[src/rtl/fir_mac_seq.sv]
// Control sequencer for a time-multiplexed FIR multiply-accumulate datapath.
// Define FIR_SEQ_PEND_EN to add a one-deep pending-sample latch.
`timescale 1ns/1ps
module fir_mac_seq #(
  parameter int unsigned NTAPS   = 64,
  parameter int unsigned MAC_LAT = 3
) (
  input  logic       clk_fast,
  input  logic       rst_n,
  input  logic       sample_stb,
  input  logic       cfg_req,
  input  logic [5:0] cfg_addr,
  input  logic       ovr_clr,
  output logic       cfg_grant,
  output logic       cmem_we,
  output logic [5:0] cmem_addr,
  output logic       dmem_we,
  output logic [5:0] dmem_waddr,
  output logic [5:0] dmem_raddr,
  output logic       acc_clr,
  output logic       mac_en,
  output logic       dout_valid,
  output logic       busy,
  output logic       overrun
);

  localparam int unsigned AW = 6;
  localparam int unsigned CW = 8;
  localparam logic [AW-1:0] AMASK   = AW'(NTAPS - 1);
  localparam logic [CW-1:0] MAC_END = CW'(NTAPS - 1);
  localparam logic [CW-1:0] DRN_END = CW'(MAC_LAT - 1);

  typedef enum logic [2:0] {
    S_IDLE  = 3'd0,
    S_LOAD  = 3'd1,
    S_MAC   = 3'd2,
    S_DRAIN = 3'd3,
    S_DONE  = 3'd4
  } state_t;

  state_t        state, state_nxt;
  logic [CW-1:0] cnt, cnt_nxt;
  logic [AW-1:0] wr_ptr, wr_ptr_nxt;
  logic          pending, pending_nxt;
  logic          overrun_nxt;
  logic          lost;

  logic          cfg_grant_d, cmem_we_d, dmem_we_d, acc_clr_d, mac_en_d;
  logic          dout_valid_d, busy_d;
  logic [AW-1:0] cmem_addr_d, dmem_waddr_d, dmem_raddr_d;

  // State and output registers; outputs are precomputed from the next state
  always_ff @(posedge clk_fast or negedge rst_n) begin
    if (!rst_n) begin
      state      <= S_IDLE;
      cnt        <= '0;
      wr_ptr     <= '0;
      pending    <= 1'b0;
      overrun    <= 1'b0;
      cfg_grant  <= 1'b0;
      cmem_we    <= 1'b0;
      cmem_addr  <= '0;
      dmem_we    <= 1'b0;
      dmem_waddr <= '0;
      dmem_raddr <= '0;
      acc_clr    <= 1'b0;
      mac_en     <= 1'b0;
      dout_valid <= 1'b0;
      busy       <= 1'b0;
    end else begin
      state      <= state_nxt;
      cnt        <= cnt_nxt;
      wr_ptr     <= wr_ptr_nxt;
      pending    <= pending_nxt;
      overrun    <= overrun_nxt;
      cfg_grant  <= cfg_grant_d;
      cmem_we    <= cmem_we_d;
      cmem_addr  <= cmem_addr_d;
      dmem_we    <= dmem_we_d;
      dmem_waddr <= dmem_waddr_d;
      dmem_raddr <= dmem_raddr_d;
      acc_clr    <= acc_clr_d;
      mac_en     <= mac_en_d;
      dout_valid <= dout_valid_d;
      busy       <= busy_d;
    end
  end

  // Next-state, counters, sample bookkeeping and next output values
  always_comb begin
    state_nxt   = state;
    cnt_nxt     = cnt;
    wr_ptr_nxt  = wr_ptr;
    pending_nxt = pending;
    overrun_nxt = overrun & ~ovr_clr;
    lost        = 1'b0;

    unique case (state)
      S_IDLE: begin
        if (sample_stb || pending) begin
          state_nxt   = S_LOAD;
          pending_nxt = 1'b0;
        end
      end
      S_LOAD: begin
        state_nxt = S_MAC;
        cnt_nxt   = '0;
      end
      S_MAC: begin
        if (cnt == MAC_END) begin
          state_nxt = S_DRAIN;
          cnt_nxt   = '0;
        end else begin
          cnt_nxt = cnt + CW'(1);
        end
      end
      S_DRAIN: begin
        if (cnt == DRN_END) begin
          state_nxt = S_DONE;
          cnt_nxt   = '0;
        end else begin
          cnt_nxt = cnt + CW'(1);
        end
      end
      S_DONE: begin
        wr_ptr_nxt = (wr_ptr + AW'(1)) & AMASK;
        state_nxt  = S_IDLE;
`ifdef FIR_SEQ_PEND_EN
        if (pending) begin
          state_nxt   = S_LOAD;
          pending_nxt = 1'b0;
        end
`endif
      end
      default: state_nxt = S_IDLE;
    endcase

    // A strobe that cannot be sequenced right now
    if (sample_stb && (state != S_IDLE)) begin
`ifdef FIR_SEQ_PEND_EN
      if (!pending) begin
        if (state == S_DONE) state_nxt = S_LOAD;
        else                 pending_nxt = 1'b1;
      end else begin
        lost = 1'b1;
      end
`else
      lost = 1'b1;
`endif
    end
    if (lost) overrun_nxt = 1'b1;

    // Coefficient writes only while staying idle, at most every other cycle
    cfg_grant_d  = (state_nxt == S_IDLE) && cfg_req && !cfg_grant;
    cmem_we_d    = cfg_grant_d;
    cmem_addr_d  = '0;
    dmem_we_d    = (state_nxt == S_LOAD);
    acc_clr_d    = (state_nxt == S_LOAD);
    dmem_waddr_d = '0;
    mac_en_d     = (state_nxt == S_MAC);
    dmem_raddr_d = '0;
    dout_valid_d = (state_nxt == S_DONE);
    busy_d       = (state_nxt != S_IDLE);

    if (cfg_grant_d)             cmem_addr_d  = cfg_addr;
    else if (state_nxt == S_MAC) cmem_addr_d  = AW'(cnt_nxt) & AMASK;
    if (state_nxt == S_LOAD)     dmem_waddr_d = wr_ptr_nxt;
    if (state_nxt == S_MAC)      dmem_raddr_d = (wr_ptr_nxt - AW'(cnt_nxt)) & AMASK;
  end

endmodule

[config.mk]
export PLATFORM = sky130hd
export DESIGN_NAME = fir_mac_seq
export DESIGN_NICKNAME = d
export VERILOG_FILES = /design/src/rtl/fir_mac_seq.sv
export SDC_FILE = /design/constraint.sdc
export NUM_CORES = 1
export LEC_CHECK = 0
export BUFFER_PORTS_ARGS = -buffer_cell sky130_fd_sc_hd__buf_2
export CORE_MARGIN = 8
export CORE_UTILIZATION = 45
export CTS_CLUSTER_DIAMETER = 40
export DETAILED_ROUTE_END_ITERATION = 12
export HOLD_SLACK_MARGIN = 0.12
export PLACE_DENSITY = 0.77
export SYNTH_ARGS = -nofsm -noshare
export SYNTH_HDL_FRONTEND = slang
export SYNTH_SLANG_ARGS = --single-unit
[constraint.sdc]
create_clock -name clk_fast -period 3.2 [get_ports clk_fast]
set_clock_uncertainty 0.1 [all_clocks]
set_input_delay 0.64 -clock clk_fast [delete_from_list [all_inputs] [get_ports clk_fast]]
set_output_delay 0.64 -clock clk_fast [all_outputs]
set_load 0.02 [all_outputs]
After elaboration in Yosys (flattened, before gate mapping)
Index checks and enable logic that the tools add are counted.
W data, S select, Z words.

storage, ports and cells
  flip-flop bits (word level) = 41
  bits in latches = 0
  RAM bits = 0
  memory bits (read-only) = 0
  output and inout port bits = 26
  logic and storage cells = 50
  memories = 0

cells by class
  add/subtract/negate cells = 3
  multiply operators = 0
  div/mod/pow operators = 0
  $lt $le $gt $ge = 0
  equal/unequal tests = 9
  shifts and indexed selects = 0
  multiplexer cells = 14
  bitwise operators = 2
  reductions and logical operators = 9

operator list
  cell                   number
  $mux W6                5
  $pmux W8 S3            1
  $mux W8                2
  $pmux W3 S4            1
  $eq A3 B2 Y1 const B   3
  $mux W3                3
  $reduce_bool A3 Y1     3
  $add A8 B1 Y8 const B  1
  $eq A8 B2 Y1 const B   1
  $eq A8 B6 Y1 const B   1
  $add A6 B1 Y6 const B  1
  $eq A3 B1 Y1 const B   2
  $eq A3 B3 Y1 const B   2
  $logic_not A3 Y1       2
  $sub A6 B6 Y6          1
  $logic_and A1 B1 Y1    3
  $mux W1                2
  $and A1 B1 Y1          1
  $logic_not A1 Y1       1
  $not A1 Y1             1

Depth between registers and ports, before layout
  depth in word-level cells = 7
  gate-level depth with buffers = 14

Worst setup path after synthesis
OpenSTA, ideal clock, no wires.

  kind = register to register
  from = register cnt[4]
  to = register dmem_raddr[5]
  arrival time = 2933 ps
  path slack = 41 ps
  cell stages (with the launch flop) = 15
  clock period less this slack = 3159 ps
  cells stage by stage = dfrtp_1 -> buf_6 -> or4_4 -> nor4b_4 -> o21a_4 -> o21ai_0 -> nand2_1 -> o21a_1 -> ha_1 -> o21a_1 -> o31a_1 -> o31a_1 -> xnor2_1 -> xnor2_1 -> nor2_1

between the ends
  longest elaborated chain between the ends = 5
  elaborated cells on any way between the ends = 12

RTL lines
  item                                           RTL line  RTL
  start: declaration                             42        logic [CW-1:0] cnt, cnt_nxt;
  start signal: assignment                       72        cnt <= cnt_nxt;
  $add A8 B1 Y8, or another cell as far along    114, 122
  $mux W8, or another cell as far along          118       if (cnt == DRN_END) begin
  $pmux W8 S3 or $pmux W3 S4 (tied branches)     98        unique case (state)
  $sub A6 B6 Y6 or $eq A3 B2 Y1 (tied branches)  168       if (state_nxt == S_MAC) dmem_raddr_d = (wr_ptr_nxt - AW'(cnt_nxt)) & AMASK;
  $mux W6 (*)                                    168
  net dmem_raddr_d[5]                            50        logic [AW-1:0] cmem_addr_d, dmem_waddr_d, dmem_raddr_d;
  end signal: assignment                         81        dmem_raddr <= dmem_raddr_d;
  end: declaration                               19        output logic [5:0] dmem_raddr,

The timed path passes the listed nets; every way through them passes the cells marked *.
A chain may end at the register's enable or synchronous reset.

Final worst setup path
  from = register cnt[5]
  to = register dmem_raddr[5]

Same word-level chain as after synthesis.

==> results.py <==
metrics = {
    "outcome": {
        "outcome": "finished clean",
    },
    "finish": {
        "finalNetCount": 252,
        "multi_input_area_um2": 900,
        "regArea_mm2": 0.00103,
        "fin_cells": 284,
        "fillers": 390,
        "layout_common_cells": "dfrtp_1 (41), buf_2 (36), buf_4 (15)",
        "final_common_cell": "dfrtp_1",
        "syn_to_final_growth_pct": 21.7,
        "layout-drive-gt1-share_pct": 31.5,
        "antenna_cells": 0,
    },
    "clock_tree": {
        "clk_pin_slew_ns": 0.08,
        "cts_buffers": 5,
        "cts_tree": "built",
        "h-tree-depth": 2,
        "cts_hold_buf": 0,
        "root_buffer": "clkbuf_8",
        "clock_path_buffers": 2,
        "cts.sinks": 41,
        "clk_latency_ns": 0.29,
    },
    "floorplan": {
        "io_pins": 37,
        "die_x_um": 82.3,
        "die_y_um": 82.3,
        "die_area_mm2": 0.00678,
        "core_mm2": 0.00429,
        "start_util_pct": 46.1,
        "rows": 24,
    },
    "setup_path": {
        "r2r_slack_ns": 0.13,
        "path_cells": "or4_4, nor4b_4, o21a_4, o21ai_2, nand2_1, o31a_1, ha_4, o21a_1, o31a_1, o31a_1, xnor2_2, xnor2_1, nor2_1",
        "r2r_start": "cnt[5]",
        "cp_common_cell": "o31a_1",
        "cp-start-kind": "flip-flop",
        "crit_arrival_ns": 3.14,
        "critPathKind": "reg -> reg",
        "crit_path_end_kind": "flip-flop",
        "crit_slowest_cell": "or4_4",
        "r2r_cells": 13,
        "crit_start": "cnt[5]",
        "critPathRequiredTime_ns": 3.27,
        "reg2reg_to": "dmem_raddr[5]",
        "max_stage_delay_ns": 0.55,
        "crit_fanout": 5,
    },
    "logic_synthesis": {
        "synth_ff_type": "dfrtp_1",
        "synth_fp_nets": 202,
        "synth_seq_cells": 41,
        "synth_warnings": 0,
        "netlist_instances": 182,
        "avgSynthCellArea_um2": 10.9,
        "synthArstFlopShare_pct": 100,
        "syn_area_mm2": 0.00198,
        "netlist-cell-type-count": 45,
        "synth-edff-count": 0,
        "synth_seq_area_share_pct": 51.8,
    },
    "pwr": {
        "p_sw_share_pct": 21.2,
        "vdd_drop_max_mv": 0.157,
        "seq_power_share_pct": 58.9,
        "combPwrFrac_pct": 2.1,
        "p_leak_nw": 1.19,
        "switchingPower_mw": 0.186,
        "power_frac_clock_pct": 39.0,
        "pwr_density_cell_mw_per_mm2": 365,
        "power_mw": 0.881,
        "power.internal_mw": 0.695,
    },
    "timing": {
        "setup_violations": 0,
        "period_share_pct": 95.8,
        "hold_violations": 0,
        "worst_pin_slew_ns": 0.893,
        "setup_tns_ns": 0,
        "slew_viol_final": 0,
        "period_needed_ns": 3.07,
        "max_slew_margin_pct": 40.4,
        "max_freq_ghz": 0.326,
        "rsz0062_at_grt": "yes",
    },
    "min_path": {
        "hp-class": "in -> async",
    },
    "global_routing": {
        "grt_pass1_wl_um": 6910,
        "met2_usage_pct": 22.5,
        "gr-usage-met3_pct": 3.46,
        "use_met1_pct": 15.7,
        "gr-usage-all-layers_pct": 13.2,
        "antenna_found_initial": 0,
        "grt_max_degree": 42,
        "grt.busiest_layer": "met2",
        "grt_pass1_vias": 1474,
        "grt-ovfl-total": 0,
    },
    "detailed_routing": {
        "vias": 1456,
        "wl_per_cell_um": 14.2,
        "ant_nets": 0,
        "drt_wl_total_um": 4030,
        "via_per_inst": 5.13,
        "firstDrtPassIters": 4,
        "drc": 0,
        "drtIter0Drc": 53,
    },
    "placement": {
        "gp_congestion": 0.852,
        "place_hpwl_um": 2990,
        "place_inst": 276,
        "portBuffers": 36,
    },
    "run": {
        "maxCapViolations": 0,
    },
}
## power by group through the flow
| stage | registers, mW | clock network, mW | logic (mW) |
|---|---|---|---|
| floorplan | 0.530 | 0 | 0.00131 |
| global placement | 0.529 | 0 | 0.0195 |
| detailed placement | 0.529 | 0 | 0.0197 |
| CTS | 0.519 | 0.351 | 0.0198 |
| global route | 0.519 | 0.373 | 0.0221 |
| finish | 0.519 | 0.343 | 0.0189 |
## kinds of logic (layout without fill, tap and decap cells)
kind of cell    Yosys count  in the layout  share of synthesized area (%)
compound gates           41             41                           14.6
xor+xnor                 12             12                           5.31
fa+ha+maj                 9              9                           6.06
buf+inv                  18             68                           4.42
flops                    41             41                           51.8
mux                       2              2                           1.01
simple gates             59             59                           16.8
## routing by layer
layer / wire, um / part of all wire (%) / up-vias
li1: - / - / 729
met1: 1660 / 41 / 694
met2: 2090 / 52 / 28
met3: 235 / 5.8 / 5
met4: 46 / 1.1 / 0
met5: 0 / 0 / -
## Yosys cell counts, types with 2 or more instances
master,instances,area [um2]
nor3b_1,4,30.0
nand3_1,3,15.0
and2_1,6,37.5
o41ai_1,2,17.5
xnor2_1,9,78.8
nand2b_1,3,18.8
o21ai_1,2,10.0
dfrtp_1,41,1030
a21oi_1,4,20.0
a22o_1,2,17.5
o21ai_0,11,55.1
nand4_1,3,18.8
buf_2,4,20.0
o31ai_1,5,37.5
and3_1,2,12.5
nor2_1,14,52.6
a21o_1,2,15.0
buf_4,2,15.0
xor2_1,3,26.3
ha_1,8,100
inv_1,10,37.5
nor3_1,3,15.0
nand2_1,13,48.8
o21a_1,2,15.0
o31a_1,3,26.3
mux2i_1,2,20.0
## critical path, delay by kind of cell (launching register included)
family | cells | cell delay [ns]
AOI/OAI and AO/OA | 6 | 0.92
DFF | 1 | 0.42
and+or+nand+nor | 4 | 1.00
adders and majority gates | 1 | 0.22
xor gates and xnor gates | 2 | 0.29
## metrics by stage
stage | cell area [um2] | worst slack (ns) | hold WS, ns | utilization, %
final | 2410 | 0.133 | 0.371 | 56.1
after global routing | 2410 | -0.0730 | 0.427 | 56.1
after detailed placement | 2280 | 0.0411 | 0.412 | 53.1
after global placement | 2280 | 0.106 | 0.405 | 53.1
after floorplan | 1980 | 0.0413 | 0.244 | -
after CTS | 2370 | 0.0487 | 0.394 | 55.2
## state kept, by name (all words and copies together) (netlist names)
name and count:
acc_clr 1, busy 1, cmem_addr 6, cmem_we 1
cnt 8, dmem_raddr 6, dmem_waddr 6, dout_valid 1
mac_en 1, overrun 1, state 3, wr_ptr 6
## how the worst max path moves through the flow
stage                    endpoint  slack, ns  cells after the start
detailed placement  dmem_raddr[5]       0.04                     13
CTS                 dmem_raddr[5]       0.05                     13
global placement    dmem_raddr[5]       0.11                     13
floorplan           dmem_raddr[5]       0.04                     14
finish              dmem_raddr[5]       0.13                     13
global route        dmem_raddr[5]      -0.07                     13
## cell type report
class / instances / area share, %
clock buffer: 6 / 3.43
inverter: 10 / 1.56
sequential: 41 / 42.6
multi-input combinational: 123 / 37.3
timing repair buffer: 51 / 12.1
tap: 52 / 2.70
clock inverter: 1 / 0.311
## what timing repair did
| item | in CTS | in global routing |
|---|---|---|
| buffers inserted | 0 | 1 |
| setup endpoints to repair | 0 | 2 |
| resized for setup | 0 | 6 |
| hold endpoints to repair | 0 | 0 |
(Power assumes the default switching activity.)
